<file path="config.mk">
export PLATFORM = sky130hd
export DESIGN_NAME = gf180mcu_osu_sc_gp9t3v3__tiectl
export DESIGN_NICKNAME = d
export VERILOG_FILES = /design/src/rtl/gf180mcu_osu_sc_gp9t3v3__tiectl.sv
export SDC_FILE = /design/constraint.sdc
export NUM_CORES = 1
export LEC_CHECK = 0
export CAP_MARGIN = 10
export CORE_ASPECT_RATIO = 1.2
export CORE_MARGIN = 5
export CORE_UTILIZATION = 52
export DETAILED_ROUTE_END_ITERATION = 16
export HOLD_SLACK_MARGIN = 0.15
export PLACE_DENSITY_LB_ADDON = 0.12
export RECOVER_POWER = 50
export SLEW_MARGIN = 20
export SYNTH_ARGS = -nofsm -noshare
export SYNTH_HDL_FRONTEND = slang
export SYNTH_SLANG_ARGS = --single-unit
export TNS_END_PERCENT = 10
</file>
<file path="constraint.sdc">
create_clock -name CLK -period 1.6 [get_ports CLK]
set_input_delay 0.32 -clock CLK [delete_from_list [all_inputs] [get_ports CLK]]
set_output_delay 0.32 -clock CLK [all_outputs]
set_load 0.01 [all_outputs]
</file>
<file path="src/rtl/gf180mcu_osu_sc_gp9t3v3__tiectl.sv">
// rtl/gf180mcu_osu_sc_gp9t3v3__tiectl.sv - serially loaded programmable tie-off register
// Optional even-parity check on each load: define GF180MCU_OSU_SC_TIECTL_PARITY_EN.
module gf180mcu_osu_sc_gp9t3v3__tiectl #(
   parameter int               WIDTH     = 16,
   parameter logic [WIDTH-1:0] RESET_VAL = '1
) (
   input  logic             CLK,
   input  logic             RN,
   input  logic             START,
   input  logic             ABORT,
   input  logic             SEN,
   input  logic             SDI,
   output logic             SDO,
   output logic             BUSY,
   output logic             DONE,
   output logic             ERR,
   output logic [WIDTH-1:0] Y
);

`ifdef GF180MCU_OSU_SC_TIECTL_PARITY_EN
   localparam int NB = WIDTH + 1;
`else
   localparam int NB = WIDTH;
`endif
   localparam int            CW       = $clog2(WIDTH + 2);
   localparam logic [CW-1:0] CNT_LAST = CW'(NB - 1);

   typedef enum logic [1:0] {
      ST_IDLE,
      ST_SHIFT,
      ST_COMMIT
   } state_t;

   state_t         state;
   logic [CW-1:0]  cnt;
   logic [NB-1:0]  shreg;

   assign SDO = shreg[0];

`ifdef GF180MCU_OSU_SC_TIECTL_PARITY_EN
   logic err_q;
   logic parity_ok;

   // The parity bit arrives last, so it sits in the MSB above the data bits.
   assign parity_ok = ((^shreg[WIDTH-1:0]) == shreg[WIDTH]);
   assign ERR       = err_q;
`else
   assign ERR = 1'b0;
`endif

   always_ff @(posedge CLK) begin
      if (!RN) begin
         state <= ST_IDLE;
         cnt   <= '0;
         shreg <= '0;
         Y     <= RESET_VAL;
         BUSY  <= 1'b0;
         DONE  <= 1'b0;
`ifdef GF180MCU_OSU_SC_TIECTL_PARITY_EN
         err_q <= 1'b0;
`endif
      end else begin
         DONE  <= 1'b0;
`ifdef GF180MCU_OSU_SC_TIECTL_PARITY_EN
         err_q <= 1'b0;
`endif
         case (state)
            ST_IDLE: begin
               if (START && !ABORT) begin
                  state <= ST_SHIFT;
                  cnt   <= '0;
                  BUSY  <= 1'b1;
               end
            end
            ST_SHIFT: begin
               if (ABORT) begin
                  state <= ST_IDLE;
                  BUSY  <= 1'b0;
               end else if (SEN) begin
                  shreg <= {SDI, shreg[NB-1:1]};
                  cnt   <= cnt + 1'b1;
                  if (cnt == CNT_LAST) begin
                     state <= ST_COMMIT;
                  end
               end
            end
            ST_COMMIT: begin
               // Abort wins over commit; Y stays put and neither pulse fires.
               state <= ST_IDLE;
               BUSY  <= 1'b0;
               if (!ABORT) begin
`ifdef GF180MCU_OSU_SC_TIECTL_PARITY_EN
                  if (parity_ok) begin
                     Y    <= shreg[WIDTH-1:0];
                     DONE <= 1'b1;
                  end else begin
                     err_q <= 1'b1;
                  end
`else
                  Y    <= shreg[WIDTH-1:0];
                  DONE <= 1'b1;
`endif
               end
            end
            default: begin
               state <= ST_IDLE;
               BUSY  <= 1'b0;
            end
         endcase
      end
   end

endmodule

</file>
* Yosys cells after proc, flatten, opt, wreduce, memory -nomap -nowiden
Index checks and enable logic that the tools add are counted.
** Storage, ports and cells
- Bits of input ports :: 6
- Bits in registers :: 41
- Output and inout bits :: 20
- Word-level logic and storage cells :: 40
** Operators by class
- Reduce and logical (&&, ||, !) cells :: 10
- Muxes and demuxes :: 13
- Eq/ne operators :: 9
- Add/sub/neg operators :: 1
- Bitwise operators :: 1
** Operator list (count)
- 2-to-1 mux 5 bit :: 3
- case mux 5 bit (2 select lines) :: 1
- 2-to-1 mux 2 bit :: 4
- != test 2 bit (second input constant) :: 4
- != test 3 bit (second input constant) :: 2
- AND reduction 2 bit :: 3
- AND reduction 3 bit :: 2
- adder 5 x 1 -> 5 bit (second input constant) :: 1
- equality test 5 x 4 -> 1 bit (second input constant) :: 1
- case mux 2 bit (2 select lines) :: 1
- AND reduction 4 bit :: 1
- 2-to-1 mux 1 bit :: 3
- equality test 2 x 1 -> 1 bit (second input constant) :: 1
- equality test 2 bit (second input constant) :: 1
- logical NOT 2 bit :: 1
- case mux 1 bit (2 select lines) :: 1
- nonzero test 2 bit :: 1
- logical AND 1 bit :: 1
- logical NOT 1 bit :: 1
- inverter 1 bit :: 1

* Depth between registers and ports, before layout
Gate-level depths: netlist of the first run.
- Depth in word-level cells :: 5
- Mapped depth :: 6

* Least setup slack after synthesis of the first run
No wires, ideal clock.
- Kind :: in2reg
- From :: input port ABORT
- To :: register Y[11]
- Stages :: 6
- Data required time :: 1.463 ns
- Path slack :: 0.261 ns
- Data arrival time :: 1.202 ns
- Path through :: buf_6 > or3b_1 > buf_2 > buf_2 > nand2_1 > nand3_1
** Between the ends
- Cells in the longest elaborated chain, start to end :: 2
** Ends and longest elaborated chain
- start, declared :: line 10 : input logic ABORT,
- inverter 1 bit (no line)
- AND reduction 2 bit (no line)
- end signal, assigned :: line 100 : Y <= shreg[WIDTH-1:0];
- end, declared :: line 17 : output logic [WIDTH-1:0] Y
Every way passes these cells.
A chain may end at the register's enable or synchronous reset.

* Final worst setup path of the first run
- From :: register DONE
- To :: output port DONE
** RTL lines
- start, declared :: line 15 : output logic DONE,
- start signal, assigned :: line 58 : DONE <= 1'b0;
- start signal, assigned :: line 63 : DONE <= 1'b0;
- start signal, assigned :: line 101 : DONE <= 1'b1;
No word-level cell between the ends.

==> results of run 1 <==
cells by family (layout without fill, tap and decap cells):
family / Yosys count / in the layout / synth area share, %
multiplexers: 4 / 4 / 2.40
adder cells (fa/ha/maj): 2 / 2 / 1.50
flip-flops: 41 / 41 / 49.1
AND/OR/NAND/NOR: 104 / 104 / 30.6
other: 1 / 1 / 0.225
buffers and inverters: 18 / 44 / 6.44
AO/OA/AOI/OAI: 23 / 23 / 9.66
layout by cell type, fill, tap and decap left out, types with 2 or more instances in the layout:
cell type / count
clkbuf_4: 5
buf_4: 6
buf_12: 3
inv_1: 3
a21oi_1: 2
nand4bb_1: 3
nand2_1: 68
ha_1: 2
clkdlybuf4s50_1: 6
o21ai_0: 3
dlygate4sd2_1: 3
or3_1: 2
nand3_1: 19
clkdlybuf4s25_1: 15
a21boi_0: 14
nor2_1: 2
dfxtp_1: 41
clkinv_2: 2
mux2i_1: 4
a21boi_1: 2
where the power goes:
part / switching [mW] / leakage [nW] / internal (mW)
Combinational: 0.0412 / 0.417 / 0.0413
Sequential: 0.00333 / 0.331 / 1.02
Clock: 0.347 / 0.0310 / 0.166
per-layer routing:
metal / GRT usage [%] / share of wire, %
met5: 0 / 0
met4: 7.08 / 1.8
met3: 6.05 / 6.9
met2: 26.1 / 48
met1: 19.6 / 43
metrics by stage:
stage | utilization [%] | setup TNS [ns]
global route | 64.5 | 0
CTS | 65.4 | 0
floorplan | - | 0
detailed placement | 63.7 | -1.41
global placement | 63.7 | -0.147
finish | 64.5 | 0
sequential cells by signal, indices dropped and copies added (netlist names):
register,count
Y,16
shreg,16
cnt,5
state,2
BUSY,1
DONE,1
worst min-delay path: cells and delay by family, from the launching register on:
family	cells	cell delay, ns
AND/OR/NAND/NOR	1	0.05
flip-flops	1	0.34
multiplexers	1	0.05
final cells by class:
cell class                 instances  area [um2]
clock buffer                       5        37.5
clock inverter                     3        17.5
fill                             275        1090
inverter                           3        11.3
multi-input combinational        134         714
sequential                        41         821
tap                               36        45.0
timing repair buffer              33         342
final timing paths:
check                             from  endpoint  cells past startpoint
worst min register to register  cnt[4]    cnt[4]                      2
worst min-delay path            cnt[4]    cnt[4]                      2
worst max register to register  cnt[0]    cnt[4]                      5
worst max-delay path              DONE      DONE                      1
cells in the mapped netlist, types with 2 or more instances:
cell type	n
buf_2	5
dfxtp_1	41
ha_1	2
a21boi_0	12
o21ai_0	3
buf_6	3
inv_1	3
or3_1	2
a21oi_1	2
mux2i_1	4
nand3_1	19
nand4bb_1	2
nor2_1	2
buf_4	3
a21boi_1	4
nand2_1	68
clkbuf_1	4
what timing repair did:
| item | in CTS | in global routing |
|---|---|---|
| setup endpoints to repair | 3 | 15 |
| hold buffers | 0 | 0 |
| resized for setup | 3 | 15 |
| pin swaps | 0 | 0 |
==> key figures, run 1 <==
Run status
  – Outcome: finished, final reports clean

Critical path
  – Nature of the critical path endpoint: output port
  – Crit Path Class: register to output port
  – Critical Path Max Stage Delay: 0.54 ns
  – Worst Path Arrival: about 1.2 ns
  – Reg2reg setup slack: 0.21 ns
  – Critical path peak fanout: 1
  – Worst Path Required: 1.28 ns
  – Startpoint types: register
  – WP buf/inv: 1
  – Slowest CP cell: clkdlybuf4s50_1
  – Top delay family on crit path: buffers and inverters
  – Crit path cell chain: clkdlybuf4s50_1

Global routing
  – Initial antenna violation count: 0
  – First-pass GRT wire length: 5.52 mm
  – Pin count of the biggest net entering global routing: 36
  – Vias in the first global route: 1,264
  – Overflow after GRT: 0
  – Tot GR Track Use: 16.4%

Logic synthesis
  – Sequential element share of the synthesized area: 49.1%
  – Ys Warns: 0
  – Synth top area share: 49.1%
  – Mapped cell area: 1670 um2
  – Synth cell types: 31
  – Dominant cells by area after synthesis: dfxtp_1 49%, nand2_1 15%, nand3_1 5.7%
  – Syn_area_per_cell: 8.65 um2
  – EDFF count, synth: 0
  – Largest area contributor in the netlist: dfxtp_1
  – Main synth FF type: dfxtp_1
  – Yosys reg bits: approximately 40
  – Syn Inst Count: 193
  – Post-synth ARST share: 0%
  – Synth Net Count: 201

Layout
  – Post-layout net count: about 230
  – Non-Filler Instances: 255
  – Synth-to-layout area growth: 19.0%
  – Share of cells above drive strength 1: 8.68%
  – Antenna cell count: 0
  – Fin area: between 1500 and 2000 um2

Power
  – PD cells: just over 800 nW/um2
  – Worst-case vdd ir drop: 0.641 mV
  – Total power: 1.62 mW
  – Leakage power: 0.780 nW

STA
  – Peak Freq: 651 MHz
  – Final hold vios: 0
  – Crit share post-route: a little over nine tenths
  – RSZ-0062 raised after global routing: false
  – Final Max Tran Viols: 0
  – Fin crit period: 1.54 ns
  – Final setup margin: ~0.063 ns
  – Skew final: 0.0116 ns
  – Smallest hold slack: about 0.47 ns
  – # setup viols final: 0

Route
  – Pre-antenna DRT Iters: 4
  – DRC Markers: 0
  – Remaining antenna violation count: 0
  – Initial drt markers: between 80 and 90
  – Vias: 1,360
  – Avg WL per Cell: 12.7 um
  – Drt via density: 5.33
  – Post-Route WL: 3.24 mm

Placement
  – Hpwl dp: 2.26 mm
  – PortBufs: 24
  – Cell Count Post-Placement: 247
  – Placed cell area: 1960 um2
  – Dpl ws: -0.0731 ns
  – GPL Wtd Cong: 0.736

Clock network
  – Clk slew on worst S/H paths: 0.12 ns
  – Clk sinks: 41
  – CTS tree: done
  – Root Driver: clkbuf_4
  – Htree depth: 2
  – Clk buf depth: 2
  – Post-CTS Setup Repair Bufs: 0
  – CTS Buf Count: 5
  – Worst-Skew Late Latency: 0.36 ns

Die
  – Die Width: 61.7 um
  – Die Y: 72.1 um
  – I/O pin count: 26
  – Core area: 3080 um2
  – Row count: 22
  – Initial cell density of the core: a little over half
  – Die Area: between 4000 and 5000 um2

Min path
  – Worst Hold Class: register to register

Run
  – Max_cap viols: 0
(Power assumes the default switching activity.)
==> run 2: changes to the inputs <==
ABC_CLOCK_PERIOD_IN_PS = 2000   (was not set)
CORE_MARGIN = 3   (was 5)
CORE_UTILIZATION = 56   (was 52)
clock period = 2 ns   (was 1.6 ns; I/O delays follow)
==> run 2 against run 1 <==
  * First-iteration DRC count decreased by 47%
  * Core utilization up 4.8 points
  * Sequential power is 20% lower
  * Combinational power down 31%
  * Routed wire length fell by 9.1%
  * Non-clock buffer count decreased by 4
  * Largest power group unchanged
==> key figures, run 2 (synthesis gave the netlist of run 1 again) <==
Critical path
  – Critical Path Max Stage Delay: 0.66 ns
  – Worst r2r src: state[0]
  – Reg2reg setup slack: 0.35 ns
  – Nature of the critical path endpoint: register
  – Startpoint types: register
  – Worst Setup SP: state[0]
  – Critical path destination: shreg[11]
  – FF-to-FF path depth: 3
  – Worst Path Required: 2.27 ns
  – Worst Path Arrival: 1.92 ns
  – Critical path peak fanout: 16
  – Reg-to-reg endpoint: shreg[11]
  – Crit Path Class: register to register
  – Crit path cell chain: and4bb_1 > nand2_1 > a21boi_0
  – Slowest CP cell: dfxtp_1

Power
  – Internal power: about 1.1 mW
  – Combinational group share of total power: roughly 4.2%
  – P_sw: 0.286 mW
  – PD cells: approximately 690 nW/um2
  – Switching Share: 21.4%
  – Register share of total power: just over 60%
  – Worst-case vdd ir drop: 0.487 mV
  – Clock share of power: 34.0%
  – Leakage power: 0.761 nW

Layout
  – Most frequent cells in the layout: 68 x nand2_1, 41 x dfxtp_1, 23 x clkdlybuf4s50_1
  – Biggest regs: Y: 16 flops, shreg: 16 flops, cnt: 5 flops
  – Fin area: 1950 um2
  – Post-layout net count: about 220
  – Most common cell after layout, fill and taps aside: nand2_1
  – Synth-to-layout area growth: 16.6%
  – Antenna cell count: 0
  – Non-Filler Instances: 249
  – Share of cells above drive strength 1: 6.98%

Global routing
  – First-pass GRT wire length: 5.33 mm
  – Pin count of the biggest net entering global routing: 33
  – Vias in the first global route: 1,242
  – Initial antenna violation count: 0
  – Tot GR Track Use: 18.4%
  – Overflow after GRT: 0

Clock network
  – Post-CTS Setup Repair Bufs: 0
  – Htree depth: 2
  – Hold buffer count at cts: 0
  – Post_cts resized: 0
  – CTS Buf Count: 5
  – Root Driver: clkbuf_4
  – Clk slew on worst S/H paths: 0.11 ns
  – Clk sinks: 41
  – Worst-Skew Late Latency: 0.34 ns
  – Clk buf depth: 2
  – CTS tree: done

Die
  – Die Area: 3680 um2
  – Initial cell density of the core: roughly 59%
  – I/O pin count: 26
  – Die Width: 55.9 um
  – Die Y: between 60 and 70 um
  – Row count: 21
  – Core area: 2810 um2

STA
  – Final Max Tran Viols: 0
  – Setup TNS: 0 ns
  – Slew headroom: 62.3%
  – Final setup margin: approximately 0.35 ns
  – Skew final: 0.00931 ns
  – Crit share post-route: ~83%
  – Final hold vios: 0
  – RSZ-0062 raised after global routing: false
  – # setup viols final: 0
  – Peak Freq: 606 MHz
  – Slew @ Worst Pin: approximately 0.57 ns
  – Fin crit period: 1.65 ns

Route
  – DRC Markers: 0
  – Avg WL per Cell: 11.8 um
  – Drt via density: around 5.3
  – Remaining antenna violation count: 0
  – Post-Route WL: between 2 and 3 mm
  – Initial drt markers: between 40 and 50
  – Vias: between 1k and 1.5k
  – Pre-antenna DRT Iters: 4

Placement
  – Dpl ws: about 0.063 ns
  – Hpwl dp: 2.16 mm
  – Cell Count Post-Placement: approximately 240
  – PortBufs: 24
  – Placed cell area: about 1900 um2
  – GPL Wtd Cong: between 0.7 and 0.8

Run
  – Max_cap viols: 0

Run status
  – Outcome: finished, final reports clean

Min path
  – Worst Hold Class: register to register
[run 2: final cells by class]
type | instances | area [um2]
fillers | 241 | 863
flip-flops and latches | 41 | 821
multi-input cells | 134 | 726
repair buffers | 29 | 278
clock buffers | 7 | 65.1
well taps | 34 | 42.5
inverters | 3 | 11.3
clock inverters | 1 | 5.00
[run 2: stage by stage]
| step | hold slack [ns] | power, mW | utilization [%] |
|---|---|---|---|
| after floorplan | 0.435 | 0.882 | - |
| after global placement | 0.442 | 0.901 | 67.4 |
| after detailed placement | 0.456 | 0.903 | 67.4 |
| after CTS | 0.477 | 1.36 | 69.9 |
| after global routing | 0.505 | 1.40 | 69.3 |
| final | 0.470 | 1.34 | 69.3 |
[run 2: how the worst min path moves through the flow]
stage | from | cells after the start | to | slack, ns
after floorplan | cnt[4] | 2 | cnt[4] | 0.43
after global placement | cnt[4] | 2 | cnt[4] | 0.44
after detailed placement | Y[1] | 2 | Y[1] | 0.46
after CTS | Y[1] | 2 | Y[1] | 0.48
after global routing | Y[3] | 2 | Y[3] | 0.51
final | Y[1] | 2 | Y[1] | 0.47
[run 2: worst max-delay path: cells and delay by family, from the launching register on]
family	cells	cell delay (ns)
AND/OR/NAND/NOR	2	0.75
AO/OA/AOI/OAI	1	0.17
flip-flops	1	0.66
[run 2: routing by layer]
| layer | track usage, % | part of all wire, % |
|---|---|---|
| met1 | 21.1 | 42 |
| met4 | 8.31 | 1.6 |
| met2 | 31.1 | 51 |
| met3 | 6.45 | 5.5 |
| met5 | 0 | 0 |
[run 2: power groups by stage]
stage | registers (mW) | clock network [mW] | logic, mW
after global routing | 0.826 | 0.510 | 0.0627
after floorplan | 0.841 | 0 | 0.0413
final | 0.825 | 0.455 | 0.0565
after detailed placement | 0.844 | 0 | 0.0591
after global placement | 0.843 | 0 | 0.0578
after CTS | 0.825 | 0.474 | 0.0593
==> run 3: changes to the inputs <==
ABC_CLOCK_PERIOD_IN_PS = 1450   (was 2000)
CORE_UTILIZATION = 47   (was 56)
clock period = 1.45 ns   (was 2 ns; I/O delays follow)
==> run 3 against run 2 <==
  * First-iteration DRC count rose by 25%
  * Critical path depth fell by 2
  * Critical path type is now register to output port
  * Design area grew 8.2%
  * Via count is 1.8% higher
  * Total power grew 64%
  * Worst setup slack lost 0.31 ns
  * Combinational power up 84%
  * Register-to-register slack worse by 0.23 ns
  * Sequential share of layout area down 3.1 points
  * Cell count increased by 6.0%
  * Die area grew 17%
==> key figures, run 3 (synthesis gave the netlist of run 1 again) <==
Placement
  – GPL Wtd Cong: 0.701
  – Hpwl dp: 2.27 mm
  – PortBufs: 24
  – Placed cell area: 2010 um2

Route
  – Initial drt markers: between 50 and 60
  – DRC Markers: 0
  – Avg WL per Cell: 11.7 um
  – Pre-antenna DRT Iters: 4
  – Drt via density: between 5 and 6
  – Remaining antenna violation count: 0
  – Post-Route WL: 3.10 mm
  – Vias: 1,331

Run
  – Max_cap viols: 0

Layout
  – Sequential cell area: 823 um2
  – Final core occ: 62.6%
  – Fin area: between 2000 and 2500 um2
  – Multi-input gate area: 744 um2
  – Post-layout net count: 234
  – Fillcell total: 320
  – Synth-to-layout area growth: 26.2%
  – Most common cell after layout, fill and taps aside: nand2_1
  – Antenna cell count: 0
  – Biggest regs: Y: 16 flops, shreg: 16 flops, cnt: 5 flops
  – Most frequent cells in the layout: 68 x nand2_1, 39 x dfxtp_1, 19 x nand3_1
  – Share of cells above drive strength 1: 13.2%

Clock network
  – Post-CTS Setup Repair Bufs: 0
  – CTS tree: done
  – Clk sinks: 41
  – CTS Buf Count: 5
  – Htree depth: 2
  – Worst-Skew Late Latency: 0.29 ns
  – Root Driver: clkbuf_8
  – Clk slew on worst S/H paths: around 0.080 ns
  – Clk buf depth: 2
  – Hold buffer count at cts: 0

Global routing
  – Vias in the first global route: 1,273
  – Tot GR Track Use: 16.1%
  – First-pass GRT wire length: 5.30 mm
  – Pin count of the biggest net entering global routing: 25
  – Initial antenna violation count: 0
  – Overflow after GRT: 0

Critical path
  – Crit Path Class: register to output port
  – Crit path cell chain: clkdlybuf4s50_1
  – Worst Path Required: approximately 1.2 ns
  – Critical path peak fanout: 1
  – Startpoint types: register
  – Nature of the critical path endpoint: output port
  – Critical Path Max Stage Delay: 0.52 ns
  – Top delay family on crit path: buffers and inverters
  – Reg2reg setup slack: between 0.1 and 0.15 ns
  – WP buf/inv: 1
  – Slowest CP cell: clkdlybuf4s50_1
  – Worst Path Arrival: 1.12 ns

STA
  – # setup viols final: 0
  – Final hold vios: 0
  – Final Max Tran Viols: 0
  – Peak Freq: 710 MHz
  – Setup TNS: 0 ns
  – Smallest hold slack: 0.464 ns
  – Crit share post-route: slightly below 100%
  – RSZ-0062 raised after global routing: false
  – Skew final: 0.00562 ns
  – Fin crit period: 1.41 ns

Die
  – Die Area: 4310 um2
  – Die Width: 60.4 um
  – Die Y: 71.3 um
  – I/O pin count: 26
  – Initial cell density of the core: 49.6%
  – Core area: 3370 um2
  – Row count: 23

Min path
  – Worst Hold Class: register to register

Power
  – Leakage power: around 0.80 nW
  – Worst-case vdd ir drop: 0.726 mV
  – PD cells: between 1000 and 1500 nW/um2

Run status
  – Outcome: finished, final reports clean
[run 3: cell types whose count changed in the layout (fill, tap and decap cells not counted), moves of 2 or more]
cell	before	now
dfxtp_1	41	39
clkdlybuf4s50_1	23	6
clkbuf_4	5	1
dfxtp_2	0	2
buf_12	0	2
dlygate4sd2_1	0	18
clkbuf_8	2	6
clkbuf_1	0	2
buf_4	5	12
[run 3: final timing paths]
| check | startpoint | to | cells after the start |
|---|---|---|---|
| setup / recovery | DONE | DONE | 1 |
| hold / removal | Y[0] | Y[0] | 2 |
| setup reg to reg | cnt[0] | cnt[4] | 5 |
| hold reg to reg | Y[0] | Y[0] | 2 |
[run 3: through the flow]
stage	std cells	setup WS [ns]	total power, mW
floorplan	193	0.141	1.22
global placement	256	-0.156	1.27
detailed placement	256	-0.203	1.27
CTS	264	0.0259	2.21
global route	264	0.00957	2.26
finish	264	0.0417	2.19
[run 3: timing repair]
action,CTS,global route
cloned,0,0
setup endpoints to repair,18,3
gates resized for setup,18,3
[run 3: where the power goes]
group,internal [mW],leakage [nW],switching [mW]
clock,0.559,0.0574,0.389
combinational,0.0553,0.415,0.0487
sequential,1.13,0.332,0.00607
total,1.74,0.805,0.444
[run 3: final cells by class]
cell class | count | area share [%]
clock inverters | 2 | 1.78
clock buffers | 6 | 3.92
multi-input cells | 134 | 35.3
repair buffers | 41 | 17.2
flip-flops and latches | 41 | 39.1
inverters | 3 | 0.534
well taps | 37 | 2.20
[run 3: layer usage]
metal	routed length, um	track usage (%)	up-vias	part of all wire, %
li1	-	-	700	-
met1	1350	17.4	605	44
met2	1540	28.1	20	50
met3	154	5.59	6	5.0
met4	52	6.51	0	1.7
met5	0	0	-	0
